--- src/rtl/sseg_display_driver_pkg.sv ---
`default_nettype none
// ============================================================================
// Module      : sseg_display_driver_pkg
// Description : Shared constants for the 7-segment display driver: glyph
//               table (active-high), blank/dash codes and digit count.
// Revision    : 1.0 - initial release
// ============================================================================
package sseg_display_driver_pkg;

    localparam int c_NUM_DIGITS = 8;
    localparam int c_IDX_W      = $clog2(c_NUM_DIGITS);

    // Output-level (active-low) codes: all segments off, and segment g only lit.
    localparam logic [6:0] c_SEG_BLANK = 7'h7F;
    localparam logic [6:0] c_SEG_DASH  = 7'h3F;

    // Active-high glyphs for 0-9, A b C d E F; entry [n] is the glyph of nibble n.
    localparam logic [15:0][6:0] c_SEG_PATTERNS = {
        7'h71, 7'h79, 7'h5E, 7'h39, 7'h7C, 7'h77, 7'h6F, 7'h7F,
        7'h07, 7'h7D, 7'h6D, 7'h66, 7'h4F, 7'h5B, 7'h06, 7'h3F
    };

endpackage : sseg_display_driver_pkg
`default_nettype wire

--- src/rtl/sseg_display_driver_hex_to_sseg.sv ---
`default_nettype none
// ============================================================================
// Module      : hex_to_sseg
// Description : Combinational hex nibble to active-low 7-segment decoder.
// Revision    : 1.0 - initial release
// ============================================================================
module hex_to_sseg
    import sseg_display_driver_pkg::*;
(
    input  logic [3:0] i_nibble,
    output logic [6:0] o_seg
);

    // Table lookup, inverted for the common-anode board.
    assign o_seg = ~c_SEG_PATTERNS[i_nibble];

endmodule : hex_to_sseg
`default_nettype wire

--- src/rtl/sseg_display_driver.sv ---
`default_nettype none
// ============================================================================
// Module      : sseg_display_driver
// Description : Time-multiplexed 8-digit hex display driver with per-frame
//               value latching, leading-zero blanking and empty/full marks.
// Revision    : 1.0 - initial release
// ============================================================================
module sseg_display_driver
    import sseg_display_driver_pkg::*;
#(
    parameter int PRESCALE = 100000,
    parameter int CNT_W    = 17
) (
    input  logic                    clk,
    input  logic                    rst,
    input  logic [31:0]             value,
    input  logic                    empty,
    input  logic                    full,
    input  logic                    blank_lz,
    output logic [6:0]              seg,
    output logic                    dp,
    output logic [c_NUM_DIGITS-1:0] an
);

    logic [CNT_W-1:0]        r_cnt;
    logic [c_IDX_W-1:0]      r_idx;
    logic [31:0]             r_shadow_value;
    logic                    r_shadow_empty;
    logic                    r_shadow_full;
    logic                    r_shadow_blank_lz;
    logic                    r_shadow_valid;

    logic                    w_cnt_wrap;
    logic                    w_last_digit;
    logic                    w_frame_wrap;
    logic [4:0]              w_bit_pos;
    logic [3:0]              w_nibble;
    logic [6:0]              w_hex_seg;
    logic                    w_upper_zero;
    logic [6:0]              w_seg_next;
    logic                    w_dp_next;
    logic [c_NUM_DIGITS-1:0] w_an_next;

    assign w_cnt_wrap   = (r_cnt == CNT_W'(PRESCALE - 1));
    assign w_last_digit = (r_idx == c_IDX_W'(c_NUM_DIGITS - 1));
    assign w_frame_wrap = w_cnt_wrap && w_last_digit;

    // Prescaler and digit index: each digit stays lit for PRESCALE cycles.
    always_ff @(posedge clk or negedge rst) begin
        if (!rst) begin
            r_cnt <= '0;
            r_idx <= '0;
        end else if (w_cnt_wrap) begin
            r_cnt <= '0;
            r_idx <= r_idx + c_IDX_W'(1);
        end else begin
            r_cnt <= r_cnt + CNT_W'(1);
        end
    end

    // Frame capture on the 7->0 wrap so a frame never mixes two values.
    always_ff @(posedge clk or negedge rst) begin
        if (!rst) begin
            r_shadow_value    <= '0;
            r_shadow_empty    <= 1'b0;
            r_shadow_full     <= 1'b0;
            r_shadow_blank_lz <= 1'b0;
            r_shadow_valid    <= 1'b0;
        end else if (w_frame_wrap) begin
            r_shadow_value    <= value;
            r_shadow_empty    <= empty;
            r_shadow_full     <= full;
            r_shadow_blank_lz <= blank_lz;
            r_shadow_valid    <= 1'b1;
        end
    end

    assign w_bit_pos    = {r_idx, 2'b00};
    assign w_nibble     = r_shadow_value[w_bit_pos +: 4];
    // True when this digit and every digit to its left are zero.
    assign w_upper_zero = ((r_shadow_value >> w_bit_pos) == 32'd0);

    hex_to_sseg u_hex_to_sseg (
        .i_nibble (w_nibble),
        .o_seg    (w_hex_seg)
    );

    // Per-digit rendering: empty overrides value, then leading-zero blanking.
    always_comb begin
        w_seg_next = c_SEG_BLANK;
        w_dp_next  = 1'b1;
        w_an_next  = '1;
        if (r_shadow_valid) begin
            w_an_next = ~(c_NUM_DIGITS'(1) << r_idx);
            if (r_shadow_empty) begin
                w_seg_next = (r_idx == '0) ? c_SEG_DASH : c_SEG_BLANK;
            end else if (r_shadow_blank_lz && (r_idx != '0) && w_upper_zero) begin
                w_seg_next = c_SEG_BLANK;
            end else begin
                w_seg_next = w_hex_seg;
            end
            w_dp_next = ~(r_shadow_full && w_last_digit);
        end
    end

    // Registered outputs, one cycle behind the digit index.
    always_ff @(posedge clk or negedge rst) begin
        if (!rst) begin
            seg <= c_SEG_BLANK;
            dp  <= 1'b1;
            an  <= '1;
        end else begin
            seg <= w_seg_next;
            dp  <= w_dp_next;
            an  <= w_an_next;
        end
    end

endmodule : sseg_display_driver
`default_nettype wire

--- config.mk ---
export PLATFORM = sky130hd
export DESIGN_NAME = sseg_display_driver
export DESIGN_NICKNAME = d
export VERILOG_FILES = /design/src/rtl/sseg_display_driver_pkg.sv /design/src/rtl/sseg_display_driver_hex_to_sseg.sv /design/src/rtl/sseg_display_driver.sv
export SDC_FILE = /design/constraint.sdc
export NUM_CORES = 1
export LEC_CHECK = 0
export CELL_PAD_IN_SITES_DETAIL_PLACEMENT = 1
export CELL_PAD_IN_SITES_GLOBAL_PLACEMENT = 1
export CORE_MARGIN = 2
export CORE_UTILIZATION = 49
export CTS_BUF_LIST = sky130_fd_sc_hd__clkbuf_8
export DETAILED_ROUTE_END_ITERATION = 6
export PLACE_DENSITY = 0.95
export SETUP_SLACK_MARGIN = 0.02
export SYNTH_ARGS = -nofsm -noshare
export SYNTH_HDL_FRONTEND = slang
export SYNTH_SLANG_ARGS = --single-unit
--- constraint.sdc ---
create_clock -name clk -period 9.6 [get_ports clk]
set_input_delay 2.88 -clock clk [delete_from_list [all_inputs] [get_ports clk]]
set_output_delay 2.88 -clock clk [all_outputs]
set_load 0.005 [all_outputs]
Word level (Yosys, flattened, before mapping)
Memory sizes are Yosys's and may differ from the RTL's.
Cells that the tools add are included.
Widths: inputs -> output; s select.

storage, ports and cells
  memory bits (read-only) = 112
  input port bits = 37
  memories = 1
  bits in registers = 72
  output and inout bits = 16

memory list
  memory           words  width  read ports  clocked after memory_dff  wr ports  line                                   RTL
  (no name shown)  16     7      1           0                         0         sseg_display_driver_hex_to_sseg.sv:15  assign o_seg = ~c_SEG_PATTERNS[i_nibble];

operators by class
  add/sub/neg operators = 2
  bitwise gates (word level) = 3
  reduce and logical (&&, ||, !) cells = 7
  magnitude comparators = 1
  shifts and indexed selects = 3
  equal/unequal tests = 2
  multiplexer cells = 8

operator list
  cell                   count
  $mux 7                 5
  $logic_not 32->1       1
  $shiftx 32x6->4        1
  $shr 32x5->32          1
  $add 17x1->17 const B  1
  $eq 17x17->1 const B   1
  $mux 17                1
  $mux 8                 1
  $not 8->8              1
  $shl 1x3->8 const A    1
  $not 7->7              1
  $lt 4x5->1 const B     1
  $logic_and 1x1->1      4
  $add 3x1->3 const B    1
  $eq 3x3->1 const B     1
  $logic_not 3->1        1
  $reduce_bool 3->1      1
  $mux 1                 1
  $not 1->1              1

Depth between registers and ports, before layout
Gate-level depths: netlist (run 1).

  depth in word-level cells = 7
  depth in mapped cells = 10
  gate-level depth less buffers = 9

Cells and area by module
From an unflattened synthesis (run 1), not the netlist that was laid out.

second synthesis, totals
  cell total of the unflattened synthesis = 296
  area, all modules = 3662.3 um^2

by module, submodules not included
  module               seq. area each (um^2)  area an instance (um^2)  times used  cells an instance
  sseg_display_driver  1821.7                 3409.5                   1           265
  hex_to_sseg          0.0                    252.7                    1           31

Worst setup path after synthesis (run 1)
Ideal clock, no wire load.

  path kind = register -> output
  start point = register an[0]
  end point = output an[0]
  required time = 6.720 ns
  buffers on the path = 0
  data arrival time = 0.501 ns
  path slack = 6.219 ns
  cell stages (with the launch flop) = 1
  path through = dfstp_2

RTL lines
  item                    line                        RTL
  from (decl)             sseg_display_driver.sv:22   output logic [c_NUM_DIGITS-1:0] an
  from (signal assigned)  sseg_display_driver.sv:115  an <= w_an_next;

No word-level cell between the ends.

Worst setup path in the final report (run 1)
  start point = register seg[5]
  end point = output seg[5]

RTL lines
  item                    line                        RTL
  from (decl)             sseg_display_driver.sv:20   output logic [6:0] seg,
  from (signal assigned)  sseg_display_driver.sv:109  seg <= c_SEG_BLANK;
  from (signal assigned)  sseg_display_driver.sv:113  seg <= w_seg_next;

No word-level cell between the ends.

==> impl_metrics.tcl, run 1 <==
set metrics [dict create \
    report.final.slew_viol_count 0 \
    dr_total_vias 2424 \
    fmax_ghz 0.2353 \
    first_pass_grt_wire_length_um 13680 \
    critical_path.n_buffers_inverters 1 \
    timing.critical_path.required_ps 6720 \
    detail_route.vias_per_cell 5.522 \
    min_path_type "reg2reg" \
    total_die_area_um2 8109 \
    yosys_warnings 0 \
    p_leak_nw 1.948 \
    finalCriticalPeriod_ps 4251 \
    routedWlPerCell_um 18.47 \
    setup_viol 0 \
    grt_start_max_net_pins 73 \
    cts-buffers-inserted 9 \
    total_drc_errors_in_the_routed_layout 0 \
    critPathTopFamily "flip-flops" \
    worstSetupStartpointType "register" \
    synth.top_cells.by_area "dfrtp_1, mux2_4, dfstp_2" \
    cts_hold_repair.buffers 0 \
    boundaryPins 53 \
    rows 31 \
    floorplan.initialDensity_pct 50.29 \
    wl_um 8107 \
    power.ir.vdd_worst_uv 82.92 \
    dpl.hpwl_um 5722 \
    syn_area_um2 3628 \
    synth_ff_type "dfrtp_1" \
    r2r-end "seg[6]$_DFF_PN1_" \
    flow.area_growth_from_synthesis_pct 21.31 \
    slew-limit-headroom_pct 40.19 \
    syn-instance-count 282 \
    synthDistinctLibCells 47 \
    crit_slowest_cell "dfstp_2" \
    worstPathMaxFanout 1 \
    synthTopCellsByCount "dfrtp_1, mux2_4, nor2_1, nand2_1, nand3_1" \
    final_design_area_no_fill_um2 4402 \
    power-per-cell-area_nw_per_um2 137.9 \
    port_buffers 52 \
    fin_tns_setup_ps 0 \
    fin_crit_sh_pct 44.28 \
    cts-root-to-sink-buffers 2 \
    synth_seq_cells 72 \
    post_route_cells_drive_above_1_share_pct 23.82 \
    outcome "completed" \
    worstSkewPairLatency_ps 350 \
    cts_tree "built" \
    synth_top_area_share_pct 38.62 \
    worstHoldStart "r_shadow_full$_DFFE_PN0P_" \
    first_global_vias 2635 \
    average_cell_area_after_synthesis_um2 12.87 \
    reg2regPathDepth 8 \
    global_route.overflow_total 0 \
    die_height_um 90.05 \
    post_place_instance_area_um2 4203 \
    setup.worst_path.class "reg2out" \
    cts-resized-gates 0 \
    number_of_maximum_capacitance_constraint_violations 0 \
    async_flop_share_pct 100.0 \
    most_common_cell_in_the_synthesized_netlist "dfrtp_1" \
    gr-usage-all-layers_pct 21.26 \
    clk_pin_slew_ps 80 \
    worst_path_largest_cell_delay_ps 520 \
    first_drt_iteration_drcs 144 \
    synthDominantAreaCellType "dfrtp_1" \
    gpl.final_weighted_congestion 0.7757 \
    fin_nets 385 \
    cp_cell_sequence "clkdlybuf4s50_1" \
    n_antenna_cell 0 \
    cts_sinks 72 \
    clock_tree.htree_level_count 3 \
    die-width_um 90.05 \
    rrSetupSlack_ps 5900 \
    synth_sequential_area_ratio_pct 50.21 \
    skew_ps 19.44 \
    finalHoldViolations 0 \
    synth_enable_flop_cells 0 \
    arrival_ps 1370 \
    start_of_the_worst_register_to_register_path "r_idx[0]$_DFFE_PN0N_" \
    detailedRoute.firstPassIterationCount 4 \
    critPathCaptureType "primary output" \
    rsz0062_at_grt "false" \
    route.antenna.remaining_nets 0 \
    min_delay_worst_endpoint "dp$_DFF_PN1_" \
    core_area_um2 7214 \
    timing.hold.worst_path_depth 1 \
    clk_root_buffer_cell "clkbuf_8" \
    worst-slew-pin-transition_ps 897.1 \
    postSynthNetCount 332 \
    post_cts.repair.setup_buffers 0 \
    antenna_found_initial 0 \
]
==> area by class of cell <==
| type | count | area, um2 |
|---|---|---|
| clock buffers | 10 | 137.6 |
| clock inverters | 6 | 61.31 |
| fillers | 759 | 2813 |
| inverters | 7 | 26.28 |
| multi-input cells | 192 | 1708 |
| flip-flops and latches | 72 | 1822 |
| well taps | 99 | 123.9 |
| repair buffers | 53 | 523.0 |
==> sequential cells by signal, summed over array words and instances, names as in the netlist <==
| signal | flops |
|---|---|
| r_shadow_value | 32 |
| r_cnt | 17 |
| an | 8 |
| seg | 7 |
| r_idx | 3 |
| dp | 1 |
| r_shadow_blank_lz | 1 |
| r_shadow_empty | 1 |
| r_shadow_full | 1 |
| r_shadow_valid | 1 |
==> worst max path at each step <==
stage	startpoint	end	slack [ps]	cells after the start
floorplan	an[0]$_DFF_PN1_	an[0]	6220	0
global placement	seg[5]$_DFF_PN1_	seg[5]	5740	1
detailed placement	an[5]$_DFF_PN1_	an[5]	5710	1
CTS	seg[5]$_DFF_PN1_	seg[5]	5340	1
global route	seg[5]$_DFF_PN1_	seg[5]	5310	1
finish	seg[5]$_DFF_PN1_	seg[5]	5350	1
==> kinds of logic (layout without fill, tap and decap cells) <==
logic type,count (synthesis),in the layout,share of synthesized area (%)
adders and majority gates,13,13,4.483
AOI/OAI and AO/OA,26,26,5.345
muxes,51,51,21.45
DFF,72,72,50.21
and+or+nand+nor,86,86,11.93
xor gates and xnor gates,16,16,3.862
buffers and inverters,18,76,2.724
==> metrics by stage <==
step           instances  hold WS [ps]  power, mW  util, %  worst slack [ps]
3_5_place_dp         423         449.2     0.3708    58.26              5711
5_1_grt              439         501.1     0.6301    61.01              5311
4_1_cts              439         487.4     0.6108    61.01              5336
2_1_floorplan        282         402.7     0.3425        -              6219
3_3_place_gp         423         423.3     0.3680    58.26              5741
6_report             439         489.8     0.6071    61.01              5349
==> where the power goes <==
group	internal [mW]	total, mW	leakage [nW]	switching [mW]
combinational	0.0281	0.0464	0.997	0.0183
clock	0.126	0.242	0.0957	0.116
sequential	0.311	0.319	0.855	0.00793
==> cell usage in the layout, fill, tap and decap left out, types with 5 or more instances in the layout <==
master	count
dfrtp_1	56
inv_1	6
mux2i_1	5
nand3_1	17
ha_1	13
clkbuf_8	10
xnor2_1	7
xor2_1	9
mux2_2	8
nor4_1	7
clkdlybuf4s50_1	51
o21ai_0	6
nand2_1	17
nor2_1	23
mux2_4	29
dfstp_2	16
mux4_2	9
==> layer usage <==
metal / wire [um] / global-route usage [%] / up-vias
li1: - / - / 1123
met1: 3565 / 27.84 / 1249
met2: 4257 / 36.59 / 45
met3: 220 / 3.772 / 7
met4: 63 / 5.769 / 0
met5: 0 / 0 / -
Power figures use the tool's default switching activity.
==> run 2: changes to the inputs <==
--- a/config.mk
+++ b/config.mk
@@ -8,10 +8,10 @@
 export CELL_PAD_IN_SITES_DETAIL_PLACEMENT = 1
 export CELL_PAD_IN_SITES_GLOBAL_PLACEMENT = 1
 export CORE_MARGIN = 2
-export CORE_UTILIZATION = 49
+export CORE_UTILIZATION = 41
 export CTS_BUF_LIST = sky130_fd_sc_hd__clkbuf_8
 export DETAILED_ROUTE_END_ITERATION = 6
-export PLACE_DENSITY = 0.95
+export PLACE_DENSITY = 0.9
 export SETUP_SLACK_MARGIN = 0.02
 export SYNTH_ARGS = -nofsm -noshare
 export SYNTH_HDL_FRONTEND = slang
==> constraint.sdc (replaced) <==
create_clock -name clk -period 3.63 [get_ports clk]
set_input_delay 1.089 -clock clk [delete_from_list [all_inputs] [get_ports clk]]
set_output_delay 1.089 -clock clk [all_outputs]
set_load 0.005 [all_outputs]
==> run 2 against run 1 <==
Core utilization decreased by 9.4 points. Clock-buffer cell count decreased by 1. Sequential power increased to 2.6 times the previous value. Critical path depth up 8. Final cell count is 2.7% higher. Clock skew fell by 6.1 ps. Hold slack got worse by 32 ps. Setup slack worse by 4700 ps. Total power grew to 2.7 times the previous value. Sequential share of layout area shrank 0.52 points. Via count is 0.70% higher. Critical endpoint is now seg[6]$_DFF_PN1_. Highest routed layer unchanged.
==> impl_metrics.tcl, run 2 (same netlist as run 1, synthesis figures left out) <==
set metrics [dict create \
    setup.worst_path.class "reg2reg" \
    fin_nets 388 \
    worst_path_largest_cell_delay_ps 730 \
    grt_start_max_net_pins 40 \
    rsz0062_at_grt "false" \
    gr-usage-all-layers_pct 18.74 \
    n_antenna_cell 0 \
    fmax_ghz 0.3325 \
    clock_tree.htree_level_count 3 \
    cts_sinks 72 \
    first_pass_grt_wire_length_um 14040 \
    die_height_um 98.08 \
    clk_root_buffer_cell "clkbuf_8" \
    detailedRoute.firstPassIterationCount 4 \
    crit_slowest_cell "dfrtp_1" \
    flow.area_growth_from_synthesis_pct 22.86 \
    post-route-worst-setup-slack_ps 622.6 \
    dp_worst_setup_slack_ps 634.1 \
    power.share.switching_pct 25.55 \
    cp.depth 9 \
    num-fill-cells 888 \
    critical_path.n_buffers_inverters 1 \
    cts-buffers-inserted 9 \
    floorplan.initialDensity_pct 42.02 \
    arrival_ps 3320 \
    boundaryPins 53 \
    power.ir.vdd_worst_uv 221.1 \
    port_buffers 52 \
    routedWlPerCell_um 18.49 \
    most_frequent_standard_cell_in_the_layout_excluding_fill_and_tap_cells "dfrtp_1" \
    reg2regPathDepth 9 \
    number_of_maximum_capacitance_constraint_violations 0 \
    cellInternalPower_mw 1.230 \
    core_area_um2 8636 \
    antenna_found_initial 0 \
    timing.hold.worst_path_depth 1 \
    report.final.slew_viol_count 0 \
    route.antenna.remaining_nets 0 \
    cts-root-to-sink-buffers 2 \
    largest_register_ff_count 32 \
    clk_pin_slew_ps 90 \
    switching_power_mw 0.4223 \
    p_leak_nw 1.973 \
    dr_total_vias 2441 \
    largest_registers "r_shadow_value: 32 flops, r_cnt: 17 flops, an: 8 flops" \
    totalPowerFinal_mw 1.653 \
    total_drc_errors_in_the_routed_layout 0 \
    gpl.final_weighted_congestion 0.8572 \
    pwr-share-clk_pct 41.4 \
    min_path_type "reg2reg" \
    post_place_instance_area_um2 4249 \
    die-width_um 98.08 \
    power.share.sequential_pct 51.0 \
    fin_crit_sh_pct 82.85 \
    post_route_cells_drive_above_1_share_pct 24.78 \
    skew_ps 13.31 \
    dpl.hpwl_um 5959 \
    pwr-share-comb_pct 7.6 \
    total_die_area_um2 9619 \
    wl_um 8340 \
    worstSetupStartpointType "register" \
    finalCriticalPeriod_ps 3007 \
    critPathTopFamily "compound AO/OA/AOI/OAI gates" \
    post_cts.repair.setup_buffers 0 \
    first_global_vias 2684 \
    rows 34 \
    fin_tns_setup_ps 0 \
    timing.critical_path.required_ps 3940 \
    power-per-cell-area_nw_per_um2 370.7 \
    critPathCaptureType "register" \
    final_design_area_no_fill_um2 4458 \
    commonest_cells_after_routing_fill_and_taps_aside "dfrtp_1, clkdlybuf4s50_1, mux2_4" \
    setup_viol 0 \
    slew-limit-headroom_pct 48.39 \
    worst_hold_margin_ps 457.8 \
    first_drt_iteration_drcs 75 \
    cts-resized-gates 0 \
    cts_tree "built" \
    cts_hold_repair.buffers 0 \
    finalHoldViolations 0 \
    global_route.overflow_total 0 \
    outcome "completed" \
    worstSkewPairLatency_ps 370 \
    registers.top_by_ff_count "r_shadow_value" \
    worst-slew-pin-transition_ps 774.1 \
    cp_cell_sequence "mux4_2 -> mux2i_1 -> buf_4 -> ha_1 -> o311ai_0 -> a311oi_1 -> o211ai_1 -> o21bai_1 -> o21a_1" \
    worstPathMaxFanout 15 \
    detail_route.vias_per_cell 5.412 \
]
[run 2: cell types whose count changed in the layout (fill, tap and decap cells not counted)]
cell	before	now
inv_6	0	2
inv_1	6	5
buf_4	1	3
inv_8	0	2
buf_12	0	1
clkbuf_8	10	9
clkinvlp_4	3	2
clkinv_2	1	0
[run 2: path summary, 6_finish.rpt]
| check | to | slack, ps | from |
|---|---|---|---|
| min in group asynchronous | r_cnt[3]$_DFF_PN0_ | 780 | rst |
| max in group asynchronous | seg[6]$_DFF_PN1_ | 2100 | rst |
| hold / removal | dp$_DFF_PN1_ | 460 | r_shadow_full$_DFFE_PN0P_ |
| setup / recovery | seg[6]$_DFF_PN1_ | 620 | r_idx[0]$_DFFE_PN0N_ |
| hold reg to reg | dp$_DFF_PN1_ | 460 | r_shadow_full$_DFFE_PN0P_ |
| setup reg to reg | seg[6]$_DFF_PN1_ | 620 | r_idx[0]$_DFFE_PN0N_ |
[run 2: metal layers]
metal | part of all wire [%] | GRT usage [%] | up-vias
met1 | 44 | 24.18 | 1236
met4 | 1.6 | 6.838 | 0
met5 | 0 | 0 | -
met3 | 3.7 | 4.223 | 12
met2 | 51 | 31.09 | 58
li1 | - | - | 1135
[run 2: layout make-up]
| cell class | instances | area, um2 | area share, % |
|---|---|---|---|
| Timing Repair Buffer | 56 | 558.0 | 12.52 |
| Tap cell | 108 | 135.1 | 3.031 |
| Sequential cell | 72 | 1822 | 40.86 |
| Inverter | 7 | 26.28 | 0.5894 |
| Multi-Input combinational cell | 192 | 1708 | 38.31 |
| Clock inverter | 7 | 85.08 | 1.909 |
| Clock buffer | 9 | 123.9 | 2.779 |
[run 2: power groups by stage]
stage	combinational (mW)	sequential, mW	clock (mW)
global route	0.137	0.846	0.730
CTS	0.128	0.843	0.695
floorplan	0.0567	0.849	0
detailed placement	0.127	0.858	0
global placement	0.123	0.856	0
finish	0.125	0.843	0.684
[run 2: stage by stage]
step / instances / util (%)
floorplan: 282 / -
global placement: 435 / 49.20
detailed placement: 435 / 49.20
CTS: 451 / 51.62
global route: 451 / 51.62
finish: 451 / 51.62
